File: src/rtl/dpram_fifo_ctrl.sv
// FWFT FIFO controller driving an external dpram_r2w1_hl: port A writes, port B reads.
// Defining DPRAM_FIFO_FLUSH_EN adds a synchronous flush input that behaves like reset.
module dpram_fifo_ctrl #(
    parameter int unsigned ADDR_W = 9,
    parameter int unsigned DATA_W = 16,
    parameter int unsigned AF_TH  = 448
) (
    input  logic                clk,
    input  logic                reset_n,
`ifdef DPRAM_FIFO_FLUSH_EN
    input  logic                flush,
`endif
    input  logic                in_valid,
    output logic                in_ready,
    input  logic [DATA_W-1:0]   in_data,
    output logic                out_valid,
    input  logic                out_ready,
    output logic [DATA_W-1:0]   out_data,
    output logic [ADDR_W+1:0]   level,
    output logic                almost_full,
    output logic [ADDR_W-1:0]   a_addr,
    output logic [1:0]          a_sel,
    output logic [DATA_W-1:0]   a_write,
    output logic                a_we,
    output logic                a_ce,
    output logic [ADDR_W-1:0]   b_addr,
    output logic [1:0]          b_sel,
    output logic                b_we,
    output logic                b_ce,
    input  logic [DATA_W-1:0]   b_read
);

    localparam int unsigned     DEPTH    = 2**ADDR_W;
    localparam int unsigned     LEVEL_W  = ADDR_W + 2;
    localparam logic [ADDR_W:0] MEM_FULL = (ADDR_W+1)'(DEPTH);

    logic                clr;
    logic                push;
    logic                pop;
    logic                issue;
    logic [2:0]          pend;
    logic [ADDR_W-1:0]   wptr;
    logic [ADDR_W-1:0]   rptr;
    logic [ADDR_W-1:0]   wptr_nxt;
    logic [ADDR_W-1:0]   rptr_nxt;
    logic [ADDR_W:0]     mem_cnt;
    logic [ADDR_W:0]     mem_cnt_nxt;
    logic [1:0]          ob_cnt;
    logic [1:0]          ob_cnt_nxt;
    logic [1:0]          wr_idx;
    logic                inflight;
    logic                inflight_nxt;
    logic [DATA_W-1:0]   ob_data     [2];
    logic [DATA_W-1:0]   ob_data_nxt [2];
    logic [LEVEL_W-1:0]  level_nxt;

`ifdef DPRAM_FIFO_FLUSH_EN
    assign clr = flush;
`else
    assign clr = 1'b0;
`endif

    assign in_ready  = (mem_cnt < MEM_FULL);
    assign out_valid = (ob_cnt != '0);
    assign out_data  = ob_data[0];

    assign push = in_valid & in_ready & ~clr;
    assign pop  = out_valid & out_ready & ~clr;

    // Issue only if the returning word is guaranteed a buffer slot next cycle.
    always_comb begin
        pend  = {1'b0, ob_cnt} + {2'b00, inflight} - {2'b00, pop};
        issue = (mem_cnt != '0) && (pend < 3'd2) && !clr;
    end

    assign a_ce    = push;
    assign a_we    = push;
    assign a_addr  = wptr;
    assign a_write = in_data;
    assign a_sel   = 2'b11;
    assign b_ce    = issue;
    assign b_addr  = rptr;
    assign b_we    = 1'b0;
    assign b_sel   = 2'b11;

    always_comb begin
        wptr_nxt     = push  ? wptr + ADDR_W'(1) : wptr;
        rptr_nxt     = issue ? rptr + ADDR_W'(1) : rptr;
        inflight_nxt = issue;

        case ({push, issue})
            2'b10:   mem_cnt_nxt = mem_cnt + (ADDR_W+1)'(1);
            2'b01:   mem_cnt_nxt = mem_cnt - (ADDR_W+1)'(1);
            default: mem_cnt_nxt = mem_cnt;
        endcase

        case ({inflight, pop})
            2'b10:   ob_cnt_nxt = ob_cnt + 2'd1;
            2'b01:   ob_cnt_nxt = ob_cnt - 2'd1;
            default: ob_cnt_nxt = ob_cnt;
        endcase

        case ({push, pop})
            2'b10:   level_nxt = level + LEVEL_W'(1);
            2'b01:   level_nxt = level - LEVEL_W'(1);
            default: level_nxt = level;
        endcase

        // Returning word lands behind whatever survives this cycle's pop.
        wr_idx         = ob_cnt - {1'b0, pop};
        ob_data_nxt[0] = ob_data[0];
        ob_data_nxt[1] = ob_data[1];
        if (pop) begin
            ob_data_nxt[0] = ob_data[1];
        end
        if (inflight) begin
            if (wr_idx == 2'd0) begin
                ob_data_nxt[0] = b_read;
            end else begin
                ob_data_nxt[1] = b_read;
            end
        end

        if (clr) begin
            wptr_nxt       = '0;
            rptr_nxt       = '0;
            inflight_nxt   = 1'b0;
            mem_cnt_nxt    = '0;
            ob_cnt_nxt     = '0;
            level_nxt      = '0;
            ob_data_nxt[0] = '0;
            ob_data_nxt[1] = '0;
        end
    end

    always_ff @(posedge clk or negedge reset_n) begin
        if (!reset_n) begin
            wptr        <= '0;
            rptr        <= '0;
            mem_cnt     <= '0;
            ob_cnt      <= '0;
            inflight    <= 1'b0;
            ob_data[0]  <= '0;
            ob_data[1]  <= '0;
            level       <= '0;
            almost_full <= 1'b0;
        end else begin
            wptr        <= wptr_nxt;
            rptr        <= rptr_nxt;
            mem_cnt     <= mem_cnt_nxt;
            ob_cnt      <= ob_cnt_nxt;
            inflight    <= inflight_nxt;
            ob_data[0]  <= ob_data_nxt[0];
            ob_data[1]  <= ob_data_nxt[1];
            level       <= level_nxt;
            almost_full <= (level_nxt >= LEVEL_W'(AF_TH));
        end
    end

endmodule

File: config.mk
export PLATFORM = sky130hd
export DESIGN_NAME = dpram_fifo_ctrl
export DESIGN_NICKNAME = d
export VERILOG_FILES = /design/src/rtl/dpram_fifo_ctrl.sv
export SDC_FILE = /design/constraint.sdc
export NUM_CORES = 1
export LEC_CHECK = 0
export CAP_MARGIN = 30
export CELL_PAD_IN_SITES_DETAIL_PLACEMENT = 0
export CELL_PAD_IN_SITES_GLOBAL_PLACEMENT = 1
export CORE_MARGIN = 2
export CORE_UTILIZATION = 38
export DETAILED_ROUTE_END_ITERATION = 10
export PLACE_DENSITY = 0.86
export SLEW_MARGIN = 5
export SYNTH_ARGS = -nofsm -noshare
export SYNTH_HDL_FRONTEND = slang
export SYNTH_SLANG_ARGS = --single-unit
File: constraint.sdc
create_clock -name clk -period 5.17 [get_ports clk]
set_input_delay 1.034 -clock clk [delete_from_list [all_inputs] [get_ports clk]]
set_output_delay 1.034 -clock clk [all_outputs]
set_load 0.005 [all_outputs]
==> impl_metrics.py <==
metrics = {
    "run_status": {
        "outcome": "finished clean",
    },
    "pwr": {
        "clkPwrFrac": 0.166,
        "p_leak_nw": 2.28,
        "p_int_mw": 2.36,
        "power_frac_seq": 0.301,
        "ir_drop_v": 0.000358,
        "power_mw": 3.83,
        "power_switching_mw": 1.46,
        "powerDensity_nw_per_um2": 724,
        "sw_frac_of_total": 0.382,
        "comb_power_share": 0.533,
    },
    "hold_path": {
        "min_to": "b_addr[5]$_DFFE_PN0P_",
        "hold_path.startpoint": "b_addr[5]$_DFFE_PN0P_",
        "holdPathStages": 1,
        "worstHoldPathType": "flip-flop to flip-flop",
    },
    "clocking": {
        "tritoncts": "built",
        "h-tree-depth": 3,
        "cts_buffer_depth": 2,
        "clock_latency_ns": 0.32,
        "cts_buffers": 9,
        "hold_buffers": 0,
        "clock-sinks": 75,
        "cts_root_buf": "clkbuf_16",
        "post_cts_buffers": 0,
        "postCtsResizedCells": 0,
        "clk_pin_slew_ns": 0.06,
    },
    "placement": {
        "place.gp.congestion": 0.819,
        "dp.cells": 599,
        "place.detailed.hpwl_um": 6050,
        "port_buffers": 70,
        "place_area_um2": 4950,
    },
    "grt": {
        "grt_pass1_vias": 3068,
        "grt_max_degree": 76,
        "antenna_found_initial": 0,
        "grt_use_total": 0.143,
        "grt_pass1_wl_um": 14900,
        "grt-ovfl-total": 0,
    },
    "setup_path": {
        "r2r_start": "ob_cnt[1]$_DFFE_PN0N_",
        "cp_max_fo": 7,
        "reg2reg_slack_ns": 1.34,
        "reg2reg_to": "mem_cnt[8]$_DFFE_PN0P_",
        "critical_path_class": "primary input to primary output",
        "worstRegToRegCells": 17,
        "arrival_ns": 3.43,
        "crit_required_ns": 4.14,
        "start_kind": "primary input",
        "end_kind": "primary output",
    },
    "timing": {
        "setup-violations-final": 0,
        "slew_headroom": 0.573,
        "skew_ns": 0.00924,
        "max_freq_mhz": 224,
        "min_period_ns": 4.46,
        "min_period_over_period": 0.864,
        "final.setup.tns_ns": 0,
        "drv_slew": 0,
        "rsz0062_at_grt": "false",
        "max_slew.worst_pin.slew_ns": 0.641,
        "hold_violations": 0,
        "hold_slack_ns": 0.490,
    },
    "synth": {
        "synth-edff-count": 0,
        "ys_seq_area_frac": 0.423,
        "synth_top_cell_area_share": 0.423,
        "yosysUniqueCellTypes": 61,
        "synthArstFlopShare": 1.00,
        "synth_area_per_cell_um2": 10.2,
        "ys_warn_count": 0,
        "yosys.area.top_type": "dfrtp_1",
        "ys_top_cells_by_area": "dfrtp_1, buf_4, xnor2_1",
        "synth_ff_type": "dfrtp_1",
        "synth_most_common_cell": "dfrtp_1",
        "syn_inst": 437,
        "syn_area_um2": 4440,
        "synth_seq_cells": 75,
        "synth_common_cells": "dfrtp_1, nand2_1, buf_4, xnor2_1, o21ai_0",
    },
    "final_layout": {
        "drive_gt1_frac": 0.123,
        "antenna_cells": 0,
        "nets": 521,
        "syn2layout_area_growth_pct": 19.0,
        "final_cell_count_no_fill": 616,
        "finalInstanceArea_um2": 5280,
    },
    "flow_run": {
        "cap_violations": 0,
    },
    "routing": {
        "antenna_left": 0,
        "wl_per_cell_um": 14.1,
        "vias": 3097,
        "vias_per_cell": 5.03,
        "first_pass_iters": 4,
        "drt_iter0_drc": 206,
        "drc": 0,
        "wirelength_um": 8700,
    },
    "floorplan": {
        "die_w_um": 112,
        "start_util": 0.389,
        "rows": 39,
        "core-area_um2": 11400,
        "dieArea_um2": 12600,
        "die_h_um": 112,
        "ioPinCount": 108,
    },
}
## layer usage
layer / global-route usage / wire, µm / share of wire
met4: 0.0472 / 102 / 0.012
met3: 0.0324 / 370 / 0.043
met5: 0 / 0 / 0
met1: 0.193 / 3960 / 0.45
met2: 0.231 / 4270 / 0.49
## power by group through the flow
stage | Sequential (mW) | Combinational [mW] | Clock, mW
floorplan | 1.07 | 1.59 | 0
global placement | 1.15 | 1.99 | 0
detailed placement | 1.16 | 2.05 | 0
CTS | 1.16 | 2.06 | 0.654
global route | 1.20 | 2.29 | 0.687
finish | 1.15 | 2.04 | 0.636
## area by class of cell
| cell class | count | area, µm² |
|---|---|---|
| clock buffers | 11 | 243 |
| clock inverters | 5 | 60.1 |
| fillers | 1079 | 6140 |
| inverters | 16 | 60.1 |
| multi-input cells | 290 | 2100 |
| flip-flops and latches | 75 | 1880 |
| well taps | 143 | 179 |
| repair buffers | 76 | 763 |
## how the worst max path moves through the flow
stage | startpoint | end | slack [ns] | cells after the start
3_5_place_dp | out_ready | mem_cnt[8]$_DFFE_PN0P_ | 0.40 | 15
2_1_floorplan | out_ready | mem_cnt[8]$_DFFE_PN0P_ | 0.37 | 16
4_1_cts | out_ready | mem_cnt[8]$_DFFE_PN0P_ | 0.73 | 15
3_3_place_gp | out_ready | mem_cnt[8]$_DFFE_PN0P_ | 0.58 | 15
5_1_grt | out_ready | mem_cnt[8]$_DFFE_PN0P_ | 0.28 | 15
6_report | out_ready | b_ce | 0.71 | 9
## sequential cells by signal, indices dropped and copies added, names as in the netlist
name	flops
b_addr	9
ob_data	16
out_data	16
level	11
mem_cnt	10
inflight	1
almost_full	1
ob_cnt	2
a_addr	9
## kinds of logic (layout without fill, tap and decap cells)
kind of cell,after synthesis,count (layout),share of synthesized area
other,2,5,0.00169
AND/OR/NAND/NOR,112,112,0.133
multiplexers,40,40,0.0964
XOR/XNOR,40,40,0.0789
flip-flops,75,75,0.423
adder cells (fa/ha/maj),17,17,0.0513
AO/OA/AOI/OAI,76,76,0.108
buffers and inverters,75,108,0.108
## worst max-delay path: stages
cell	delay (ns)
clkdlybuf4s50_1	0.52
xor2_1	0.24
nand2_1	0.10
fa_1	0.38
xnor2_1	0.16
nand2_1	0.06
a31oi_1	0.23
buf_4	0.20
clkdlybuf4s50_1	0.51
## metrics by stage
step | worst slack [ns] | util
after detailed placement | 0.404 | 0.434
after global routing | 0.281 | 0.463
after CTS | 0.726 | 0.460
after floorplan | 0.372 | -
after global placement | 0.581 | 0.434
final | 0.705 | 0.463
## placed cells by master, fill, tap and decap left out, types with 9 or more instances in the layout
| cell | netlist | layout |
|---|---|---|
| mux2i_1 | 18 | 18 |
| clkdlybuf4s50_1 | 0 | 69 |
| o21ai_0 | 28 | 28 |
| inv_1 | 15 | 15 |
| mux2_2 | 22 | 22 |
| nor2_1 | 16 | 16 |
| ha_1 | 15 | 15 |
| dfrtp_1 | 75 | 75 |
| a21oi_1 | 17 | 17 |
| clkbuf_16 | 0 | 9 |
| xnor2_1 | 29 | 29 |
| nand2_1 | 48 | 48 |
| xor2_1 | 11 | 11 |
Power figures use the tool's default switching activity.
